===== config.mk =====
export PLATFORM = sky130hd
export DESIGN_NAME = regfile_wb_arbiter
export DESIGN_NICKNAME = d
export VERILOG_FILES = /design/src/rtl/regfile_pkg.sv /design/src/rtl/wb_rr_arbiter.sv /design/src/rtl/regfile_wb_arbiter.sv
export SDC_FILE = /design/constraint.sdc
export NUM_CORES = 1
export LEC_CHECK = 0
export ABC_CLOCK_PERIOD_IN_PS = 1900
export CAP_MARGIN = 20
export CORE_MARGIN = 5
export CORE_UTILIZATION = 40
export DETAILED_ROUTE_END_ITERATION = 10
export GPL_ROUTABILITY_DRIVEN = 0
export PLACE_DENSITY = 0.85
export SETUP_SLACK_MARGIN = 0.1
export SLEW_MARGIN = 10
export SYNTH_ARGS = -nofsm -noshare
export SYNTH_HDL_FRONTEND = slang
export SYNTH_SLANG_ARGS = --single-unit
export TNS_END_PERCENT = 5

===== constraint.sdc =====
create_clock -name clk -period 1.9 [get_ports clk]
set_clock_uncertainty 0.05 [all_clocks]
set_input_delay 0.475 -clock clk [delete_from_list [all_inputs] [get_ports clk]]
set_output_delay 0.475 -clock clk [all_outputs]
set_load 0.01 [all_outputs]

===== src/rtl/regfile_pkg.sv =====
// rtl/regfile_pkg.sv - shared widths and requester IDs for the register-file writeback arbiter
package regfile_pkg;

    localparam int DATA_W   = 16;
    localparam int REG_W    = 4;
    localparam int NUM_REGS = 2 ** REG_W;

    typedef enum logic {
        REQ_ALU = 1'b0,
        REQ_LD  = 1'b1
    } req_id_e;

endpackage


===== src/rtl/wb_rr_arbiter.sv =====
// rtl/wb_rr_arbiter.sv - 2-way writeback grant; REGFILE_WB_ARB_RR_EN selects round-robin, else LOAD > ALU
module wb_rr_arbiter
    import regfile_pkg::*;
(
    input  logic clk,
    input  logic rst,
    input  logic alu_valid,
    input  logic ld_valid,
    output logic alu_gnt,
    output logic ld_gnt
);

`ifdef REGFILE_WB_ARB_RR_EN
    req_id_e last_q;
    req_id_e last_d;

    always_comb begin
        alu_gnt = 1'b0;
        ld_gnt  = 1'b0;
        last_d  = last_q;
        if (alu_valid && ld_valid) begin
            // The requester that did not win last time takes the tie.
            if (last_q == REQ_ALU) begin
                ld_gnt = 1'b1;
            end else begin
                alu_gnt = 1'b1;
            end
        end else begin
            alu_gnt = alu_valid;
            ld_gnt  = ld_valid;
        end
        if (ld_gnt) begin
            last_d = REQ_LD;
        end else if (alu_gnt) begin
            last_d = REQ_ALU;
        end
    end

    always_ff @(posedge clk or negedge rst) begin
        if (!rst) begin
            last_q <= REQ_ALU;
        end else begin
            last_q <= last_d;
        end
    end
`else
    logic unused_clk_rst;

    assign unused_clk_rst = clk & rst;
    assign ld_gnt         = ld_valid;
    assign alu_gnt        = alu_valid && !ld_valid;
`endif

endmodule


===== src/rtl/regfile_wb_arbiter.sv =====
// rtl/regfile_wb_arbiter.sv - register-file write-port arbiter with RAW scoreboard (REGFILE_WB_ARB_RR_EN: round-robin ties)
module regfile_wb_arbiter
    import regfile_pkg::*;
(
    input  logic                clk,
    input  logic                rst,
    input  logic                alu_valid,
    output logic                alu_ready,
    input  logic [REG_W-1:0]    alu_reg,
    input  logic [DATA_W-1:0]   alu_data,
    input  logic                ld_valid,
    output logic                ld_ready,
    input  logic [REG_W-1:0]    ld_reg,
    input  logic [DATA_W-1:0]   ld_data,
    input  logic                iss_valid,
    output logic                iss_ready,
    input  logic [REG_W-1:0]    iss_dst,
    input  logic [REG_W-1:0]    chk_reg1,
    input  logic [REG_W-1:0]    chk_reg2,
    output logic                chk_busy1,
    output logic                chk_busy2,
    output logic [REG_W-1:0]    DstReg,
    output logic                WriteReg,
    output logic [DATA_W-1:0]   DstData,
    output logic [NUM_REGS-1:0] pend_mask,
    output logic                wb_orphan
);

    logic                alu_gnt;
    logic                ld_gnt;
    logic                write_reg_q, write_reg_d;
    logic [REG_W-1:0]    dst_reg_q, dst_reg_d;
    logic [DATA_W-1:0]   dst_data_q, dst_data_d;
    logic [NUM_REGS-1:0] pend_q, pend_d;
    logic                orphan_q, orphan_d;

    wb_rr_arbiter u_arb (
        .clk       (clk),
        .rst       (rst),
        .alu_valid (alu_valid),
        .ld_valid  (ld_valid),
        .alu_gnt   (alu_gnt),
        .ld_gnt    (ld_gnt)
    );

    assign alu_ready = alu_gnt;
    assign ld_ready  = ld_gnt;

    // A register being written this cycle is already readable through the regfile bypass.
    assign iss_ready = !pend_q[iss_dst] || (write_reg_q && dst_reg_q == iss_dst);
    assign chk_busy1 = pend_q[chk_reg1] && !(write_reg_q && dst_reg_q == chk_reg1);
    assign chk_busy2 = pend_q[chk_reg2] && !(write_reg_q && dst_reg_q == chk_reg2);

    always_comb begin
        write_reg_d = alu_gnt || ld_gnt;
        dst_reg_d   = dst_reg_q;
        dst_data_d  = dst_data_q;
        if (ld_gnt) begin
            dst_reg_d  = ld_reg;
            dst_data_d = ld_data;
        end else if (alu_gnt) begin
            dst_reg_d  = alu_reg;
            dst_data_d = alu_data;
        end
    end

    always_comb begin
        pend_d   = pend_q;
        orphan_d = orphan_q;
        if (write_reg_q) begin
            pend_d[dst_reg_q] = 1'b0;
            if (!pend_q[dst_reg_q]) begin
                orphan_d = 1'b1;
            end
        end
        // Applied after the clear so a same-register issue keeps the bit set.
        if (iss_valid && iss_ready) begin
            pend_d[iss_dst] = 1'b1;
        end
    end

    always_ff @(posedge clk or negedge rst) begin
        if (!rst) begin
            write_reg_q <= 1'b0;
            dst_reg_q   <= '0;
            dst_data_q  <= '0;
            pend_q      <= '0;
            orphan_q    <= 1'b0;
        end else begin
            write_reg_q <= write_reg_d;
            dst_reg_q   <= dst_reg_d;
            dst_data_q  <= dst_data_d;
            pend_q      <= pend_d;
            orphan_q    <= orphan_d;
        end
    end

    assign WriteReg  = write_reg_q;
    assign DstReg    = dst_reg_q;
    assign DstData   = dst_data_q;
    assign pend_mask = pend_q;
    assign wb_orphan = orphan_q;

endmodule


==> run_results.csv, run 1 <==
group,metric,value,unit
placement,io_buffer_count,99,
timing,worst_slew_pin_slew,0.481,ns
worst_setup_path,cp-start-kind,"flop",
finish,post_route_cells_drive_above_1_share,34.2,%
worst_setup_path,crit_fanout,5,
timing,unrepaired_setup_endpoints_after_global_routing,"true",
cts,total_of_hold_buffers_inserted_after_clock_tree_synthesis,0,
die,row_count,28,
synthesis,syn_avg_cell_area,10.5,um2
timing,max_slew_margin,67.9,%
routing,drt_first_pass_iters,5,
finish,layout_commonest_cell,"sky130_fd_sc_hd__clkdlybuf4s50_1",
placement,dpl_cell_area,3890,um2
finish,finish.instance_area,4070,um2
global_routing,grt_pass1_wl,13900,um
cts,skew_pair_late_insertion_delay,0.30,ns
die,initial_utilization,41.6,%
cts,tritoncts,"done",
global_routing,grt_antenna_before_repair,1,
routing,drt_wl_total,8890,um
worst_setup_path,critical_path_class,"reg -> out",
timing,hold_violations_final,0,
routing,routed-via-count,2574,
worst_setup_path,worst-r2r-setup-slack,0.11,ns
synthesis,synth.lib_cells_used.distinct,36,
die,fp.dieH,89.2,um
die,core-area,6030,um2
synthesis,syn-cell-area,2510,um2
global_routing,grt_util_all_layers,23.3,%
timing,finalCritPeriodShare,119,%
timing,final_max_slew_viol_count,0,
synthesis,synth.ff_latch_count,38,
flow_run,timing.max_cap.violations,0,
timing,final.min_clock_period,2.27,ns
run_status,violations,"negative setup slack",
run_status,outcome,"finished with violations",
routing,drc_errors_left,0,
finish,nFillCells,451,
timing,finalSetupViolCount,3,
finish,area_delta_synth_final,62.0,%
global_routing,globalRoute.totalOverflow,0,
cts,cts.reportedPaths.clkPinSlew,0.08,ns
placement,hpwl,6700,um
cts,clockBufferDepth,2,
finish,num_antenna_cells,0,
pwr,p_total,4.12,mW
routing,antenna_violating_nets_post_route,0,
pwr,static_leakage_power,1.75,nW
finish,multi_input_area,1500,um2
synthesis,seq_area_frac_synth,37.9,%
worst_setup_path,worst_ep_required_time,1.37,ns
synthesis,yosys_warnings,0,
synthesis,syn-num-nets,295,
routing,routed_via_density,5.69,
finish,design.final.nets,433,
finish,layout_common_cells,"sky130_fd_sc_hd__clkdlybuf4s50_1, sky130_fd_sc_hd__buf_4, sky130_fd_sc_hd__nand2_1",
finish,regArea,975,um2
synthesis,prevailing_post_synth_register_cell,"sky130_fd_sc_hd__dfrtp_1",
die,top_level_ports,100,
worst_setup_path,timing.critical_path.to_type,"output pin",
synthesis,async_reset_ff_share,100,%
global_routing,first_global_vias,2563,
pwr,powerDensity,1010,nW/um2
synthesis,synth_cells,238,
timing,worst_slack,-0.365,ns
routing,average_detailed_routed_wire_length_per_instance,19.7,um
global_routing,maximum_number_of_pins_on_one_net_before_global_route_repair,30,
routing,dr.first_iter.drc_count,332,
pwr,peakVddDrop,480,uV
worst_setup_path,worstPathArrival,1.74,ns
timing,tns,-1.04,ns
die,die-area,7960,um2
cts,numCtsBuffers,5,
cts,clkSinkCount,38,
worst_hold_path,hold_removal_path_class,"in -> async",
synthesis,synth-edff-count,0,
timing,max_freq,0.441,GHz
die,floorplan.die.width,89.2,um
cts,cts_root_buf,"sky130_fd_sc_hd__clkbuf_8",
cts,cts_max_level,2,
-- where the power goes --
part / switching [mW] / internal [mW]
logic: 0.803 / 1.14
clock network: 0.320 / 0.526
registers: 0.322 / 1.01
-- area by class of cell --
type                    instances  share of cell area (%)
flip-flops and latches         38                    24.0
inverters                       2                   0.185
clock inverters                 3                    1.69
well taps                      75                    2.31
repair buffers                152                    33.2
multi-input cells             177                    36.9
clock buffers                   5                    1.69
-- registers in the layout (all words and copies together) (netlist names) --
signal,flops
DstData,16
DstReg,4
WriteReg,1
pend_mask,16
wb_orphan,1
-- Yosys cell counts, types with 2 or more instances --
library cell,n,area share (%)
sky130_fd_sc_hd__dfrtp_1,38,38
sky130_fd_sc_hd__nand2_1,31,4.6
sky130_fd_sc_hd__mux2i_1,26,10
sky130_fd_sc_hd__o21ai_1,24,4.8
sky130_fd_sc_hd__mux4_2,15,13
sky130_fd_sc_hd__o21ai_0,15,3.0
sky130_fd_sc_hd__buf_2,10,2.0
sky130_fd_sc_hd__o31ai_1,9,2.7
sky130_fd_sc_hd__xor2_1,9,3.1
sky130_fd_sc_hd__clkbuf_1,8,1.2
sky130_fd_sc_hd__nand3_1,7,1.4
sky130_fd_sc_hd__nand2b_1,4,1.0
sky130_fd_sc_hd__nor2b_1,4,1.0
sky130_fd_sc_hd__a31oi_1,3,0.75
sky130_fd_sc_hd__nand3b_1,3,0.90
sky130_fd_sc_hd__nor2_1,3,0.45
sky130_fd_sc_hd__nor3_1,3,0.60
sky130_fd_sc_hd__o41ai_2,3,1.9
sky130_fd_sc_hd__xnor2_1,3,1.0
sky130_fd_sc_hd__a21boi_2,2,0.90
sky130_fd_sc_hd__a21boi_4,2,1.5
sky130_fd_sc_hd__mux2_2,2,0.90
-- stage by stage --
stage                     util [%]  hold slack, ns  setup WS [ns]  std cells
after floorplan                  -           0.129        -0.0603        238
after global placement        64.6           0.399          -1.16        439
after detailed placement      64.6           0.411          -1.19        439
after CTS                     66.8          0.0896         -0.380        449
after global routing          67.5           0.111         -0.457        452
final                         67.5          0.0737         -0.365        452
-- routing by layer --
metal / GRT usage (%) / share of wire (%) / vias to the layer above
met2: 39.9 / 51 / 151
met5: 0 / 0.15 / -
li1: - / - / 1149
met4: 8.12 / 2.9 / 2
met1: 28.9 / 37 / 1236
met3: 5.16 / 9.1 / 36
-- critical path: stages (launching register included) --
cell	delay, ns
sky130_fd_sc_hd__dfrtp_2	0.47
sky130_fd_sc_hd__mux4_2	0.48
sky130_fd_sc_hd__mux2i_1	0.14
sky130_fd_sc_hd__mux2_4	0.18
sky130_fd_sc_hd__a31oi_4	0.03
sky130_fd_sc_hd__buf_2	0.15
-- kinds of logic after synthesis --
logic type / Yosys count / share of synthesized area [%]
DFF: 38 / 37.9
and+or+nand+nor: 59 / 11.4
AOI/OAI and AO/OA: 63 / 17.4
muxes: 43 / 24.7
xor gates and xnor gates: 12 / 4.19
buffers and inverters: 23 / 4.39
-- worst paths after layout --
| check | start | end | depth (start not counted) |
|---|---|---|---|
| worst max-delay path | pend_mask[8] | chk_busy2 | 5 |
| worst min-delay path | rst | DstData[13] | 1 |
| worst max register to register | DstReg[1] | wb_orphan | 5 |
| worst min register to register | wb_orphan | wb_orphan | 1 |
| max in group asynchronous | rst | pend_mask[8] | 2 |
| min in group clk | wb_orphan | wb_orphan | 1 |
-- repair_timing --
item | in CTS | in global routing
pin swaps | 4 | 2
gates resized for setup | 81 | 8
setup endpoints to repair | 43 | 6
hold endpoints to repair | 0 | 0
buffers inserted | 2 | 3
(Power assumes the default switching activity.)
==> run 2, diff against run 1 <==
ABC_CLOCK_PERIOD_IN_PS = 2400   (was 1900)
CORE_MARGIN = not set   (was 5)
CORE_UTILIZATION = 44   (was 40)
PLACE_DENSITY = 0.88   (was 0.85)
clock period = 2.4 ns   (was 1.9 ns; I/O delays follow)
==> run_results.csv, run 2 (synthesized netlist as in run 1, its figures left out) <==
group,metric,value,unit
worst_setup_path,r2r-start,"DstReg[1]",
run_status,outcome,"finished with violations",
worst_setup_path,crit_start,"chk_reg2[0]",
flow_run,timing.max_cap.violations,0,
worst_setup_path,critical_path_class,"in -> out",
worst_setup_path,crit_fanout,5,
timing,max_freq,0.399,GHz
pwr,static_leakage_power,1.72,nW
cts,cts_max_level,2,
pwr,peakVddDrop,447,uV
timing,finalSetupViolCount,1,
routing,drc_errors_left,0,
routing,average_detailed_routed_wire_length_per_instance,18.0,um
placement,io_buffer_count,99,
routing,routed_via_density,5.69,
timing,max_slew_margin,43.4,%
die,row_count,27,
cts,clockBufferDepth,2,
pwr,powerDensity,792,nW/um2
timing,tns,-0.106,ns
global_routing,grt_pass1_wl,12800,um
run_status,violations,"negative setup slack",
timing,unrepaired_setup_endpoints_after_global_routing,"true",
global_routing,globalRoute.totalOverflow,0,
global_routing,maximum_number_of_pins_on_one_net_before_global_route_repair,39,
cts,cts_root_buf,"sky130_fd_sc_hd__clkbuf_8",
cts,cts.reportedPaths.clkPinSlew,0.07,ns
finish,num_antenna_cells,0,
placement,dp_slack,-0.908,ns
finish,design.final.nets,430,
timing,hold_violations_final,0,
cts,clkSinkCount,38,
cts,tritoncts,"done",
placement,dpl_cell_area,3820,um2
die,core-area,5510,um2
worst_setup_path,worst_path_most_repeated_cell,"sky130_fd_sc_hd__buf_6",
routing,drt_wl_total,8030,um
worst_setup_path,cp_slowest_cell,"sky130_fd_sc_hd__mux4_2",
finish,finish.instance_area,4040,um2
finish,area_delta_synth_final,60.9,%
cts,numCtsBuffers,5,
die,floorplan.die.width,77.5,um
routing,dr.first_iter.drc_count,156,
timing,final_max_slew_viol_count,0,
die,fp.dieH,77.5,um
die,initial_utilization,45.6,%
worst_setup_path,cp-start-kind,"primary input",
routing,drt_first_pass_iters,4,
worst_setup_path,worst_r2r_endpoint,"wb_orphan",
timing,worst_slew_pin_slew,0.850,ns
worst_hold_path,hold_removal_path_class,"in -> async",
die,top_level_ports,100,
placement,hpwl,5980,um
worst_setup_path,worstPathArrival,1.86,ns
finish,layout_commonest_cell,"sky130_fd_sc_hd__clkdlybuf4s50_1",
worst_setup_path,worst-r2r-setup-slack,0.59,ns
worst_setup_path,path_cells,"buf_6 -> buf_6 -> mux4_2 -> mux2i_1 -> mux2_4 -> a31oi_4 -> buf_6",
die,die-area,6010,um2
finish,final_core_utilization,73.3,%
routing,antenna_violating_nets_post_route,0,
global_routing,grt_util_all_layers,27.9,%
worst_setup_path,worst_ep_required_time,1.75,ns
global_routing,first_global_vias,2692,
worst_setup_path,cpPeakStageDelay,0.51,ns
finish,post_route_cells_drive_above_1_share,29.1,%
finish,layout_common_cells,"sky130_fd_sc_hd__clkdlybuf4s50_1, sky130_fd_sc_hd__buf_4, sky130_fd_sc_hd__nand2_1",
worst_setup_path,timing.critical_path.to_type,"output pin",
timing,finalCritPeriodShare,104,%
timing,worst_slack,-0.106,ns
cts,skew_pair_late_insertion_delay,0.29,ns
routing,routed-via-count,2539,
global_routing,grt_antenna_before_repair,0,
worst_setup_path,timing.reg2reg.worst_path_depth,4,
timing,final.min_clock_period,2.51,ns
run 2: cell count changes in the layout (fill, tap and decap cells not counted), moves of 3 or more:
cell,change
sky130_fd_sc_hd__clkdlybuf4s50_1,+18
sky130_fd_sc_hd__dfrtp_1,+8
sky130_fd_sc_hd__buf_4,-6
sky130_fd_sc_hd__buf_2,-3
sky130_fd_sc_hd__dlygate4sd2_1,-11
sky130_fd_sc_hd__dfrtp_2,-8
run 2: cell type report:
class	instances	area (um2)
multi-input cells	177	1480
fillers	379	1470
repair buffers	149	1350
flip-flops and latches	38	965
well taps	72	90.1
clock buffers	6	82.6
clock inverters	2	60.1
inverters	2	7.51
run 2: critical path: cells and delay by family:
kind	cells	cell delay [ns]
compound gates	1	0.03
buf+inv	3	0.31
mux	3	0.91
run 2: layer usage:
layer,routed length (um),share of wire [%],vias to the layer above,global-route usage [%]
met2,4030,50,157,48.4
met3,672,8.4,19,7.65
met5,0,0,-,0
met1,3160,39,1222,32.4
met4,174,2.2,0,11.1
li1,-,-,1141,-
run 2: worst max path at each step:
stage | endpoint | cells after the start
after global routing | chk_busy2 | 7
after global placement | iss_ready | 6
after detailed placement | iss_ready | 6
after CTS | chk_busy2 | 7
after floorplan | chk_busy1 | 5
final | chk_busy2 | 7
run 2: through the flow:
stage | cells | hold slack [ns] | power, mW
4_1_cts | 442 | 0.389 | 3.09
2_1_floorplan | 238 | 0.254 | 1.61
3_5_place_dp | 433 | 0.419 | 2.42
6_report | 446 | 0.360 | 3.20
3_3_place_gp | 433 | 0.401 | 2.36
5_1_grt | 446 | 0.425 | 3.35
run 2: where the power goes:
group	switching, mW	internal (mW)	total [mW]
registers	0.243	0.796	1.04
clock network	0.226	0.443	0.669
logic	0.578	0.911	1.49
run 2: repair_timing:
action,4_1_cts,5_1_grt
pin swaps,2,0
endpoints found under the setup margin,5,3
buffers inserted,1,4
gates resized for setup,52,14
hold buffers,0,0
==> run 3, diff against run 2 <==
PLACE_DENSITY = 0.86   (was 0.88)
==> run_results.csv, run 3 (synthesized netlist as in run 1, its figures left out) <==
group,metric,value,unit
timing,finalSetupViolCount,2,
worst_setup_path,cpPeakStageDelay,0.49,ns
timing,max_slew_margin,44.0,%
routing,drt_first_pass_iters,4,
placement,hpwl,6080,um
global_routing,grt_antenna_before_repair,0,
worst_setup_path,path_cells,"mux4_2 -> mux2i_1 -> mux2_4 -> a31oi_1 -> buf_2",
finish,multi_input_area,1480,um2
cts,cts.reportedPaths.clkPinSlew,0.08,ns
global_routing,maximum_number_of_pins_on_one_net_before_global_route_repair,39,
timing,worst_slack,-0.0351,ns
die,fp.dieH,77.5,um
global_routing,use_met2,47.6,%
timing,final.min_clock_period,2.44,ns
die,initial_utilization,45.6,%
worst_setup_path,critical_path.top_delay_family,"multiplexers",
timing,finalCritPeriodShare,101,%
routing,antenna_violating_nets_post_route,0,
timing,hold_violations_final,0,
finish,design.final.nets,426,
placement,io_buffer_count,99,
pwr,powerDensity,777,nW/um2
finish,finish.cell_count_without_fillers,442,
die,top_level_ports,100,
worst_setup_path,worst_ep_required_time,1.75,ns
pwr,peakVddDrop,363,uV
cts,numCtsBuffers,5,
global_routing,globalRoute.totalOverflow,0,
worst_setup_path,worstPathArrival,1.79,ns
run_status,outcome,"finished with violations",
pwr,comb_power_share,50.2,%
cts,clkSinkCount,38,
global_routing,global_route.peak_usage_layer,"met2",
worst_setup_path,timing.critical_path.to_type,"output pin",
placement,placed_cells,426,
timing,hold-worst-slack,0.340,ns
flow_run,timing.max_cap.violations,0,
pwr,clockPowerShare,15.4,%
run_status,violations,"negative setup slack",
worst_hold_path,hold_removal_path_class,"in -> async",
worst_setup_path,timing.critical_path.depth,5,
routing,drc_errors_left,0,
finish,layout_commonest_cell,"sky130_fd_sc_hd__clkdlybuf4s50_1",
global_routing,grt_util_all_layers,28.9,%
cts,cts_root_buf,"sky130_fd_sc_hd__clkbuf_8",
cts,clockBufferDepth,2,
worst_setup_path,worst-r2r-setup-slack,0.57,ns
finish,regArea,968,um2
global_routing,grtUsageMet1,34.4,%
finish,post_route_cells_drive_above_1_share,28.9,%
cts,tritoncts,"done",
global_routing,first_global_vias,2584,
timing,worst_slew_pin_slew,0.840,ns
finish,num_antenna_cells,0,
timing,max_freq,0.411,GHz
worst_setup_path,cp_slowest_cell,"sky130_fd_sc_hd__mux4_2",
timing,final_max_slew_viol_count,0,
routing,dr.first_iter.drc_count,256,
worst_setup_path,critical_path_class,"reg -> out",
finish,area_delta_synth_final,57.7,%
worst_setup_path,timing.reg2reg.worst_path_depth,5,
timing,unrepaired_setup_endpoints_after_global_routing,"true",
pwr,static_leakage_power,1.67,nW
pwr,netSwitchingPower,1.11,mW
cts,cts_max_level,2,
worst_setup_path,worst_r2r_endpoint,"wb_orphan",
die,row_count,27,
worst_setup_path,r2r-start,"DstReg[0]",
global_routing,grt_pass1_wl,13100,um
routing,routed-via-count,2527,
worst_setup_path,critical_path_buf_inv_count,1,
die,core-area,5510,um2
die,die-area,6010,um2
die,floorplan.die.width,77.5,um
routing,drt_wl_total,8430,um
worst_setup_path,cp-start-kind,"flop",
pwr,swShare,36.0,%
finish,nFillCells,407,
pwr,p_total,3.07,mW
pwr,power_frac_seq,34.4,%
worst_setup_path,crit_fanout,6,
routing,routed_via_density,5.72,
global_routing,groute.layer.met3.usage,8.00,%
finish,layout_common_cells,"sky130_fd_sc_hd__clkdlybuf4s50_1, sky130_fd_sc_hd__buf_4, sky130_fd_sc_hd__nand2_1",
cts,skew_pair_late_insertion_delay,0.30,ns
routing,average_detailed_routed_wire_length_per_instance,19.1,um
pwr,power.internal,1.96,mW
-- run 3: area by class of cell --
| cell class | instances | share of cell area, % |
|---|---|---|
| inverters | 2 | 0.190 |
| clock inverters | 2 | 0.316 |
| repair buffers | 145 | 33.3 |
| multi-input cells | 177 | 37.3 |
| flip-flops and latches | 38 | 24.5 |
| well taps | 72 | 2.28 |
| clock buffers | 6 | 2.09 |
-- run 3: worst max-delay path by stage --
stage                        startpoint   endpoint  slack (ns)
final                     pend_mask[14]  chk_busy1       -0.04
after global routing      pend_mask[14]  chk_busy1       -0.09
after CTS                 pend_mask[11]  chk_busy1       0.004
after detailed placement     iss_dst[0]  iss_ready       -0.97
after global placement       iss_dst[0]  iss_ready       -0.94
after floorplan             chk_reg1[0]  chk_busy1        0.13
-- run 3: layer usage --
layer	wire (um)	vias to the layer above	share of wire (%)
met5	0	-	0
met4	289	0	3.4
met3	898	25	11
met2	4120	170	49
met1	3130	1191	37
li1	-	1141	-
-- run 3: metrics by stage --
step | setup slack (ns) | setup TNS [ns] | area, um2 | utilization [%]
finish | -0.0351 | -0.0367 | 3960 | 71.8
global route | -0.0877 | -0.133 | 3960 | 71.8
CTS | 0.00364 | 0 | 3870 | 70.2
detailed placement | -0.968 | -3.89 | 3770 | 68.4
global placement | -0.938 | -3.03 | 3770 | 68.4
floorplan | 0.135 | 0 | 2510 | -
-- run 3: power by group through the flow --
stage | Clock, mW | Sequential [mW] | Combinational (mW)
floorplan | 0 | 0.991 | 0.619
global placement | 0 | 1.03 | 1.35
detailed placement | 0 | 1.03 | 1.39
CTS | 0.478 | 1.03 | 1.40
global route | 0.504 | 1.06 | 1.64
finish | 0.473 | 1.06 | 1.54
-- run 3: timing repair --
action                                  in CTS  in global routing
setup buffers                                2                  6
pin swaps                                    3                  2
resized for setup                           57                 12
endpoints found under the setup margin       5                  4
hold buffers                                 0                  0
